[src/rtl/armleo_round_robin_dispatcher_if.sv]
// Handshake bundle for the round-robin dispatcher: one valid/ready producer
// stream in, WIDTH registered valid/ready consumer channels out.
interface armleo_round_robin_dispatcher_if #(
    parameter int WIDTH      = 4,
    parameter int DATA_WIDTH = 32
);
    localparam int CH_W = (WIDTH > 1) ? $clog2(WIDTH) : 1;

    logic                        in_valid;
    logic                        in_ready;
    logic [DATA_WIDTH-1:0]       in_data;
    logic [CH_W-1:0]             in_channel;
    logic [WIDTH-1:0]            out_valid;
    logic [WIDTH-1:0]            out_ready;
    logic [WIDTH*DATA_WIDTH-1:0] out_data;

    // Producer and consumers together form the master side.
    modport master (
        output in_valid, in_data, out_ready,
        input  in_ready, in_channel, out_valid, out_data
    );

    modport slave (
        input  in_valid, in_data, out_ready,
        output in_ready, in_channel, out_valid, out_data
    );
endinterface

[src/rtl/armleo_round_robin_dispatcher.sv]
// One-to-N round-robin work distributor: each accepted beat lands in the
// one-entry slot of the first free channel at or after the priority pointer.
module armleo_round_robin_dispatcher #(
    parameter int WIDTH      = 4,
    parameter int DATA_WIDTH = 32
) (
    input  logic                            clk,
    input  logic                            rst_n,
    armleo_round_robin_dispatcher_if.slave  bus
);
    localparam int CH_W = (WIDTH > 1) ? $clog2(WIDTH) : 1;

    logic [CH_W-1:0]       pointer;
    logic [CH_W-1:0]       pointer_next;
    logic [CH_W-1:0]       sel;
    logic [CH_W:0]         cand;
    logic                  found;
    logic                  accept;
    logic [WIDTH-1:0]      free;
    logic [WIDTH-1:0]      load;
    logic [WIDTH-1:0]      slot_valid;
    logic [DATA_WIDTH-1:0] slot_data [WIDTH];

    // A slot draining this cycle is as good as empty.
    assign free   = ~slot_valid | bus.out_ready;
    assign accept = bus.in_valid && (|free);

    // Scan from pointer upward with an explicit wrap so non-power-of-two
    // WIDTH never yields an out-of-range channel.
    always_comb begin
        sel   = '0;
        found = 1'b0;
        cand  = '0;
        for (int i = 0; i < WIDTH; i++) begin
            cand = {1'b0, pointer} + (CH_W+1)'(i);
            if (cand >= (CH_W+1)'(WIDTH))
                cand = cand - (CH_W+1)'(WIDTH);
            if (!found && free[cand[CH_W-1:0]]) begin
                found = 1'b1;
                sel   = cand[CH_W-1:0];
            end
        end
    end

    always_comb begin
        pointer_next = '0;
        if (sel != CH_W'(WIDTH-1))
            pointer_next = sel + CH_W'(1);
    end

    always_comb begin
        load = '0;
        if (accept)
            load[sel] = 1'b1;
    end

    // Idle and stalled cycles leave priority where it is.
    always_ff @(posedge clk or negedge rst_n) begin
        if (!rst_n)
            pointer <= '0;
        else if (accept)
            pointer <= pointer_next;
    end

    always_ff @(posedge clk or negedge rst_n) begin
        if (!rst_n) begin
            slot_valid <= '0;
            for (int j = 0; j < WIDTH; j++)
                slot_data[j] <= '0;
        end else begin
            for (int j = 0; j < WIDTH; j++) begin
                if (load[j]) begin
                    slot_valid[j] <= 1'b1;
                    slot_data[j]  <= bus.in_data;
                end else if (bus.out_ready[j]) begin
                    slot_valid[j] <= 1'b0;
                end
            end
        end
    end

    assign bus.in_ready   = |free;
    assign bus.in_channel = sel;
    assign bus.out_valid  = slot_valid;

    for (genvar g = 0; g < WIDTH; g++) begin : g_out
        assign bus.out_data[g*DATA_WIDTH +: DATA_WIDTH] = slot_data[g];
    end
endmodule

[src/flat_wrapper.sv]
// flat-port wrapper written by rule: the top's interface ports become plain ports
module armleo_round_robin_dispatcher_flat 
#(
    parameter int WIDTH      = 4,
    parameter int DATA_WIDTH = 32
)
  (clk, rst_n, bus_in_valid, bus_in_data, bus_out_ready, bus_in_ready, bus_in_channel, bus_out_valid, bus_out_data);
  armleo_round_robin_dispatcher_if #(.WIDTH(WIDTH), .DATA_WIDTH(DATA_WIDTH)) bus_i ();
  input  logic clk;
  input  logic rst_n;
  input wire logic [$bits(bus_i.in_valid)-1:0] bus_in_valid;
  input wire logic [$bits(bus_i.in_data)-1:0] bus_in_data;
  input wire logic [$bits(bus_i.out_ready)-1:0] bus_out_ready;
  output wire logic [$bits(bus_i.in_ready)-1:0] bus_in_ready;
  output wire logic [$bits(bus_i.in_channel)-1:0] bus_in_channel;
  output wire logic [$bits(bus_i.out_valid)-1:0] bus_out_valid;
  output wire logic [$bits(bus_i.out_data)-1:0] bus_out_data;
  assign bus_i.in_valid = bus_in_valid;
  assign bus_i.in_data = bus_in_data;
  assign bus_i.out_ready = bus_out_ready;
  assign bus_in_ready = bus_i.in_ready;
  assign bus_in_channel = bus_i.in_channel;
  assign bus_out_valid = bus_i.out_valid;
  assign bus_out_data = bus_i.out_data;
  armleo_round_robin_dispatcher #(.WIDTH(WIDTH), .DATA_WIDTH(DATA_WIDTH)) u_core (.clk(clk), .rst_n(rst_n), .bus(bus_i));
endmodule
[config.mk]
export PLATFORM = sky130hd
export DESIGN_NAME = armleo_round_robin_dispatcher_flat
export DESIGN_NICKNAME = d
export VERILOG_FILES = /design/src/rtl/armleo_round_robin_dispatcher_if.sv /design/src/rtl/armleo_round_robin_dispatcher.sv /design/src/flat_wrapper.sv
export SDC_FILE = /design/constraint.sdc
export NUM_CORES = 1
export LEC_CHECK = 0
export CORE_MARGIN = 3
export CORE_UTILIZATION = 49
export CTS_CLUSTER_DIAMETER = 200
export DETAILED_ROUTE_END_ITERATION = 8
export GPL_TIMING_DRIVEN = 0
export PLACE_DENSITY = 0.91
export SLEW_MARGIN = 5
export SYNTH_ARGS = -nofsm -noshare
export SYNTH_HDL_FRONTEND = slang
export SYNTH_SLANG_ARGS = --single-unit
[constraint.sdc]
create_clock -name clk -period 6.3 [get_ports clk]
set_clock_uncertainty 0.1 [all_clocks]
set_input_delay 0.63 -clock clk [delete_from_list [all_inputs] [get_ports clk]]
set_output_delay 0.63 -clock clk [all_outputs]
set_load 0.005 [all_outputs]
Yosys cells after proc, flatten, opt, wreduce, memory -nomap -nowiden

Index checks and enable logic that the tools add are counted.

Register bits after elaboration: 134
Input bits: 39
Output and inout bits: 135
Word-level logic and storage cells: 74

Add/sub/neg operators: 8
$lt $le $gt $ge: 10
Eq/ne operators: 1
Multiplexer cells: 31
Bitwise logic cells: 2
Reduce and logical (&&, ||, !) cells: 13

Operator list:

| kind                                                               | number |
|---|---|
| two-way mux 2 bit                                                  | 9 |
| two-way mux 1 bit                                                  | 16 |
| less-than comparator 2 x 3 -> 1 bit (second input constant)        | 5 |
| greater-or-equal comparator 3 bit (second input constant)          | 3 |
| binary-select mux 1 bit (select 2 bit)                             | 4 |
| nonzero test 2 bit                                                 | 4 |
| subtractor 2 x 1 -> 2 bit (second input constant)                  | 4 |
| adder 2 x 2 -> 3 bit (second input constant)                       | 2 |
| logical AND 1 bit                                                  | 5 |
| two-way mux 4 bit                                                  | 1 |
| NOT 4 bit                                                          | 1 |
| OR 4 bit                                                           | 1 |
| OR reduction 4 bit                                                 | 1 |
| adder 2 x 1 -> 3 bit (second input constant)                       | 1 |
| greater-or-equal comparator 2 x 3 -> 1 bit (second input constant) | 1 |
| zero test 1 bit                                                    | 3 |
| adder 2 x 1 -> 2 bit (second input constant)                       | 1 |
| demux 1 bit (select 2 bit)                                         | 1 |
| greater-or-equal comparator 2 x 1 -> 1 bit (second input constant) | 1 |
| != test 2 bit (second input constant)                              | 1 |

Longest topological paths before layout

Depth after elaboration: 20
Depth in mapped cells: 8
Depth with buffers taken out: 7

Least setup slack after synthesis

No wires, ideal clock.

Kind: input-to-reg
Start point: input bus_out_ready[1]
End point: register u_core.slot_data, in the netlist u_core.bus.out_data[100]
Setup time: 125 ps
Arrival: 2134 ps
Required time: 6075 ps
Slack: 3942 ps
Cell stages on the path: 7
Path buffers: 1
Cell sequence: nor2b_1 > a21oi_1 > o211a_1 > ha_1 > nand2_2 > buf_6 > mux2_2

Longest elaborated chain between the ends: 18
Elaborated cells between the ends (all ways): 30
Those cells by class: 2 x order compare; 18 x mux; 1 x bitwise; 9 x reduce/logical

Ends and longest elaborated chain:

| element                                                                                                                 | RTL line                            | text |
|---|---|---|
| from (decl)                                                                                                             | flat_wrapper.sv:13                  | `input wire logic [$bits(bus_i.out_ready)-1:0] bus_out_ready;` |
| OR 4 bit *                                                                                                              | armleo_round_robin_dispatcher.sv:25 | `assign free = ~slot_valid \| bus.out_ready;` |
| binary-select mux 1 bit (select 2 bit)                                                                                  | armleo_round_robin_dispatcher.sv:38 | `if (!found && free[cand[CH_W-1:0]]) begin` |
| two-way mux 1 bit (implied by the code)                                                                                 | armleo_round_robin_dispatcher.sv:38 |  |
| two-way mux 1 bit                                                                                                       | armleo_round_robin_dispatcher.sv:38 |  |
| zero test 1 bit                                                                                                         | armleo_round_robin_dispatcher.sv:38 |  |
| logical AND 1 bit                                                                                                       | armleo_round_robin_dispatcher.sv:38 |  |
| two-way mux 1 bit                                                                                                       | armleo_round_robin_dispatcher.sv:38 |  |
| zero test 1 bit                                                                                                         | armleo_round_robin_dispatcher.sv:38 |  |
| [... 3 more ...]                                                                                                        | -                                   |  |
| logical AND 1 bit                                                                                                       | armleo_round_robin_dispatcher.sv:38 |  |
| two-way mux 2 bit *                                                                                                     | armleo_round_robin_dispatcher.sv:38 |  |
| named net bus_in_channel[0]                                                                                             | flat_wrapper.sv:15                  | `output wire logic [$bits(bus_i.in_channel)-1:0] bus_in_channel;` |
| less-than comparator 2 x 3 -> 1 bit (implied by the code) or greater-or-equal comparator 2 x 1 -> 1 bit (tied branches) | armleo_round_robin_dispatcher.sv:54 | `load[sel] = 1'b1;` |
| logical AND 1 bit (implied by the code)                                                                                 | armleo_round_robin_dispatcher.sv:54 |  |
| two-way mux 1 bit (implied by the code)                                                                                 | armleo_round_robin_dispatcher.sv:54 |  |
| demux 1 bit (select 2 bit) *                                                                                            | -                                   |  |
| two-way mux 4 bit *                                                                                                     | armleo_round_robin_dispatcher.sv:53 | `if (accept)` |
| to (signal, indexed assignment)                                                                                         | armleo_round_robin_dispatcher.sv:74 | `slot_data[j] <= bus.in_data;` |
| to (decl)                                                                                                               | armleo_round_robin_dispatcher.sv:22 | `logic [DATA_WIDTH-1:0] slot_data [WIDTH];` |

The timed path passes the listed nets; every way through them passes the cells marked *. The select of a mux whose other input is x is not followed.
A chain may end at the register's enable or synchronous reset.

Worst setup path after layout

Start point: input bus_out_ready[1]
End point: output bus_in_channel[1]

Longest elaborated chain between the ends: 13
Elaborated cells between the ends (all ways): 22
Those cells by class: 15 x mux; 1 x bitwise; 6 x reduce/logical

Ends and longest elaborated chain:

| element                                 | RTL line |
|---|---|
| OR 4 bit *                              | armleo_round_robin_dispatcher.sv:25 |
| binary-select mux 1 bit (select 2 bit)  | armleo_round_robin_dispatcher.sv:38 |
| two-way mux 1 bit (implied by the code) | armleo_round_robin_dispatcher.sv:38 |
| two-way mux 1 bit                       | armleo_round_robin_dispatcher.sv:38 |
| zero test 1 bit                         | armleo_round_robin_dispatcher.sv:38 |
| logical AND 1 bit                       | armleo_round_robin_dispatcher.sv:38 |
| two-way mux 1 bit                       | armleo_round_robin_dispatcher.sv:38 |
| zero test 1 bit                         | armleo_round_robin_dispatcher.sv:38 |
| logical AND 1 bit                       | armleo_round_robin_dispatcher.sv:38 |
| two-way mux 1 bit                       | armleo_round_robin_dispatcher.sv:38 |
| zero test 1 bit                         | armleo_round_robin_dispatcher.sv:38 |
| logical AND 1 bit                       | armleo_round_robin_dispatcher.sv:38 |
| two-way mux 2 bit *                     | armleo_round_robin_dispatcher.sv:38 |
| to (decl)                               | flat_wrapper.sv:15 |

Every way passes the cells marked *; elsewhere a longest branch is shown, timed or not. The select of a mux whose other input is x is not followed.

==> metrics.md <==
| Metric | Value |
|---|---|
| Status | complete, no violations |
| Post-synth EDFFs | 0 |
| Synth warn | 0 |
| Slew HR | 0.6234 |
| Total wire length | 12860 um |
| Post-route ant nets | 0 |
| Worst vdd ir | 0.3404 mV |
| Hpwl dp | 9029 um |
| Max FO, Critical Path | 7 |
| Post-route DRC | 0 |
| Initial DRC Count | approximately 100 |
| Area delta synth->final | 48.23% |
| Flop pwr share | 0.352 |
| Worst Setup End Kind | output port |
| Yosys cell types | 20 |
| GR Overflow Total | 0 |
| Most frequent cell after synthesis | dfrtp_1 |
| Largest family of logic cells by synthesized area | multiplexers |
| WP data arrival | 2.55 ns |
| Core area | around 10000 um2 |
| Sw frac | 0.2761 |
| H-tree levels | 4 |
| Clock buffer depth | 2 |
| Simple-Gate Fraction of Synth Area | 0.02263 |
| Largest net degree at the start of global routing | 90 |
| Clock network power share | 0.217 |
| Final #Nets | 549 |
| Global-route wire length before repair | 19900 um |
| F_max | 304.5 MHz |
| Post-Synth Adder-Cell Area | 0.009632 |
| Tmin final | 3.285 ns |
| Cell taking the most area after synthesis | dfrtp_1 |
| Yosys top cell area share | 0.6453 |
| # setup viols final | 0 |
| Worst-skew pair later-pin latency | 0.51 ns |
| Register area share after synthesis | 0.6453 |
| Async S/R FF share, synth | 1.000 |
| Worst Tran Pin Value | 0.5637 ns |
| Crit path kind | input port to output port |
| Tot GR Track Use | 0.2247 |
| Die ar. | 11880 um2 |
| Switching Power | 1215 uW |
| Die Span Y | ~110 um |
| Initial antenna violation count | 0 |
| Ys flop type | dfrtp_1 |
| Post-Syn Nets | 355 |
| Post-synthesis xor/xnor area fraction | 0 |
| Placed cells | 619 |
| Crit share post-route | 0.5214 |
| Fin cells | 651 |
| Vias | ~3300 |
| Final hold violations | 0 |
| Clk Tree Root Cell | clkbuf_8 |
| Final slew viol count | 0 |
| Inserted Clock Buffers | 17 |
| Max cap viols | 0 |
| CTS tree | built |
| Mapped Area | slightly above 5000 um2 |
| Post-synth top cells | dfrtp_1 (134), mux2_2 (128), buf_6 (12), nand2_1 (6) |
| Gate power share | 0.431 |
| #FFs+latches synth | 134 |
| Via/cell ratio | around 5 |
| Largest cells by area after synthesis | dfrtp_1 (65%), mux2_2 (28%), buf_6 (2.6%), ha_1 (0.96%), nand2_2 (0.48%) |
| Die Wd | 109.0 um |
| Internal | 3186 uW |
| Drt pass-1 iters | 4 |
| CP Launch Type | input port |
| Cells after synthesis | 312 |
| HP Class | flip-flop to flip-flop |
| Setup ws final | 3.015 ns |
| Lkg Pwr | 0.003309 uW |
| Layout cells sized above 1 | 0.3417 |
| P per Cell Area | 571.3 nW/um2 |
| Antenna Cells | 0 |
| Gpl congestion | 0.7659 |
| Core Rows | 36 |
| Post-CTS setup buffers | 0 |
| Average wire per standard cell | 19.75 um |
| Dpl ws | 3.050 ns |
| Sink Count | 134 |
| Ports | 174 |
| Synth Area in Compound Gates | 0.01686 |
| Proportion of synthesized area in mux cells | 0.2774 |
| RSZ-0062 raised after global routing | no |
| Vias in the first global route | ~3600 |
| Synthesized area per cell | 16.65 um2 |
| Post-CTS sizing | 0 |
| Hold Worst Slack | between 0.3 and 0.4 ns |
| I/O Buffers | 173 |
| Worst endpoint required time | 5.57 ns |
| Initial Utilization | 0.5173 |
| Clock transition at path regs | 0.06 ns |
## metal layers
layer  share of wire  up-vias  wire length [um]  global-route usage
met2            0.53      104              6785              0.3855
met5               0        -                 0                   0
met4           0.018        0               235             0.07845
met1            0.39     1682              5054              0.2704
met3           0.061       23               780             0.06572
li1                -     1503                 -                   -
## state kept, by name, summed over array words and instances, names as in the netlist
name                  count
u_core.bus.out_data     128
u_core.bus.out_valid      4
u_core.pointer            2
## metrics by stage
| stage | TNS (ns) | instance area [um2] | total power [uW] | util |
|---|---|---|---|---|
| after floorplan | 0 | 5196 | 2293 | - |
| after global placement | -58.25 | 7094 | 3378 | 0.7063 |
| after detailed placement | 0 | 7123 | 3466 | 0.7091 |
| after CTS | 0 | 7702 | 4443 | 0.7668 |
| after global routing | 0 | 7702 | 4637 | 0.7668 |
| final | 0 | 7702 | 4400 | 0.7668 |
## path summary, 6_finish.rpt
check                      cells past startpoint                  endpoint  slack (ns)                     from
max                                            5         bus_in_channel[1]        3.02         bus_out_ready[1]
min                                            2         u_core.pointer[0]        0.38        u_core.pointer[0]
max reg2reg                                    7  u_core.bus.out_data[111]        3.91  u_core.bus.out_valid[1]
min reg2reg                                    2         u_core.pointer[0]        0.38        u_core.pointer[0]
max in group asynchronous                      3   u_core.bus.out_data[56]        4.80                    rst_n
min in group asynchronous                      2   u_core.bus.out_data[68]        0.53                    rst_n
## cells by family (layout without fill, tap and decap cells)
kind of cell | Yosys count | in the layout
fa+ha+maj | 4 | 4
buf+inv | 15 | 221
flops | 134 | 134
mux | 128 | 128
compound gates | 11 | 11
simple gates | 20 | 20
## cell type report
type | count | area [um2]
multi-input combinational | 163 | 1697
sequential | 134 | 3353
tap | 133 | 166.4
inverter | 3 | 11.26
clock inverter | 10 | 130.1
fill | 631 | 2342
clock buffer | 21 | 439.2
buffer | 12 | 135.1
timing repair buffer | 175 | 1770
## what timing repair did
item	in CTS	in global routing
endpoints found under the setup margin	0	0
endpoints found under the hold margin	45	0
hold buffers	1	0
## cells in the final DEF (no fill, tap or decap), types with 4 or more instances in the layout
master,count
buf_6,13
nand2b_1,4
ha_1,4
nand2_2,4
clkbuf_16,16
nand2_1,6
mux2_2,128
dfrtp_1,134
clkinv_2,5
clkdlybuf4s50_1,172
## worst max-delay path: stages
cell and delay, ns:
clkdlybuf4s50_1 0.40, nor2b_1 0.46, nand2_1 0.15, a21oi_1 0.35, clkdlybuf4s50_1 0.58
## power by group through the flow
stage / combinational [uW] / clock [uW] / sequential, uW
2_1_floorplan: 731 / 0 / 1560
3_3_place_gp: 1860 / 0 / 1520
3_5_place_dp: 1910 / 0 / 1550
4_1_cts: 1930 / 966 / 1550
5_1_grt: 2030 / 1010 / 1600
6_report: 1900 / 956 / 1550
(Power assumes the default switching activity.)
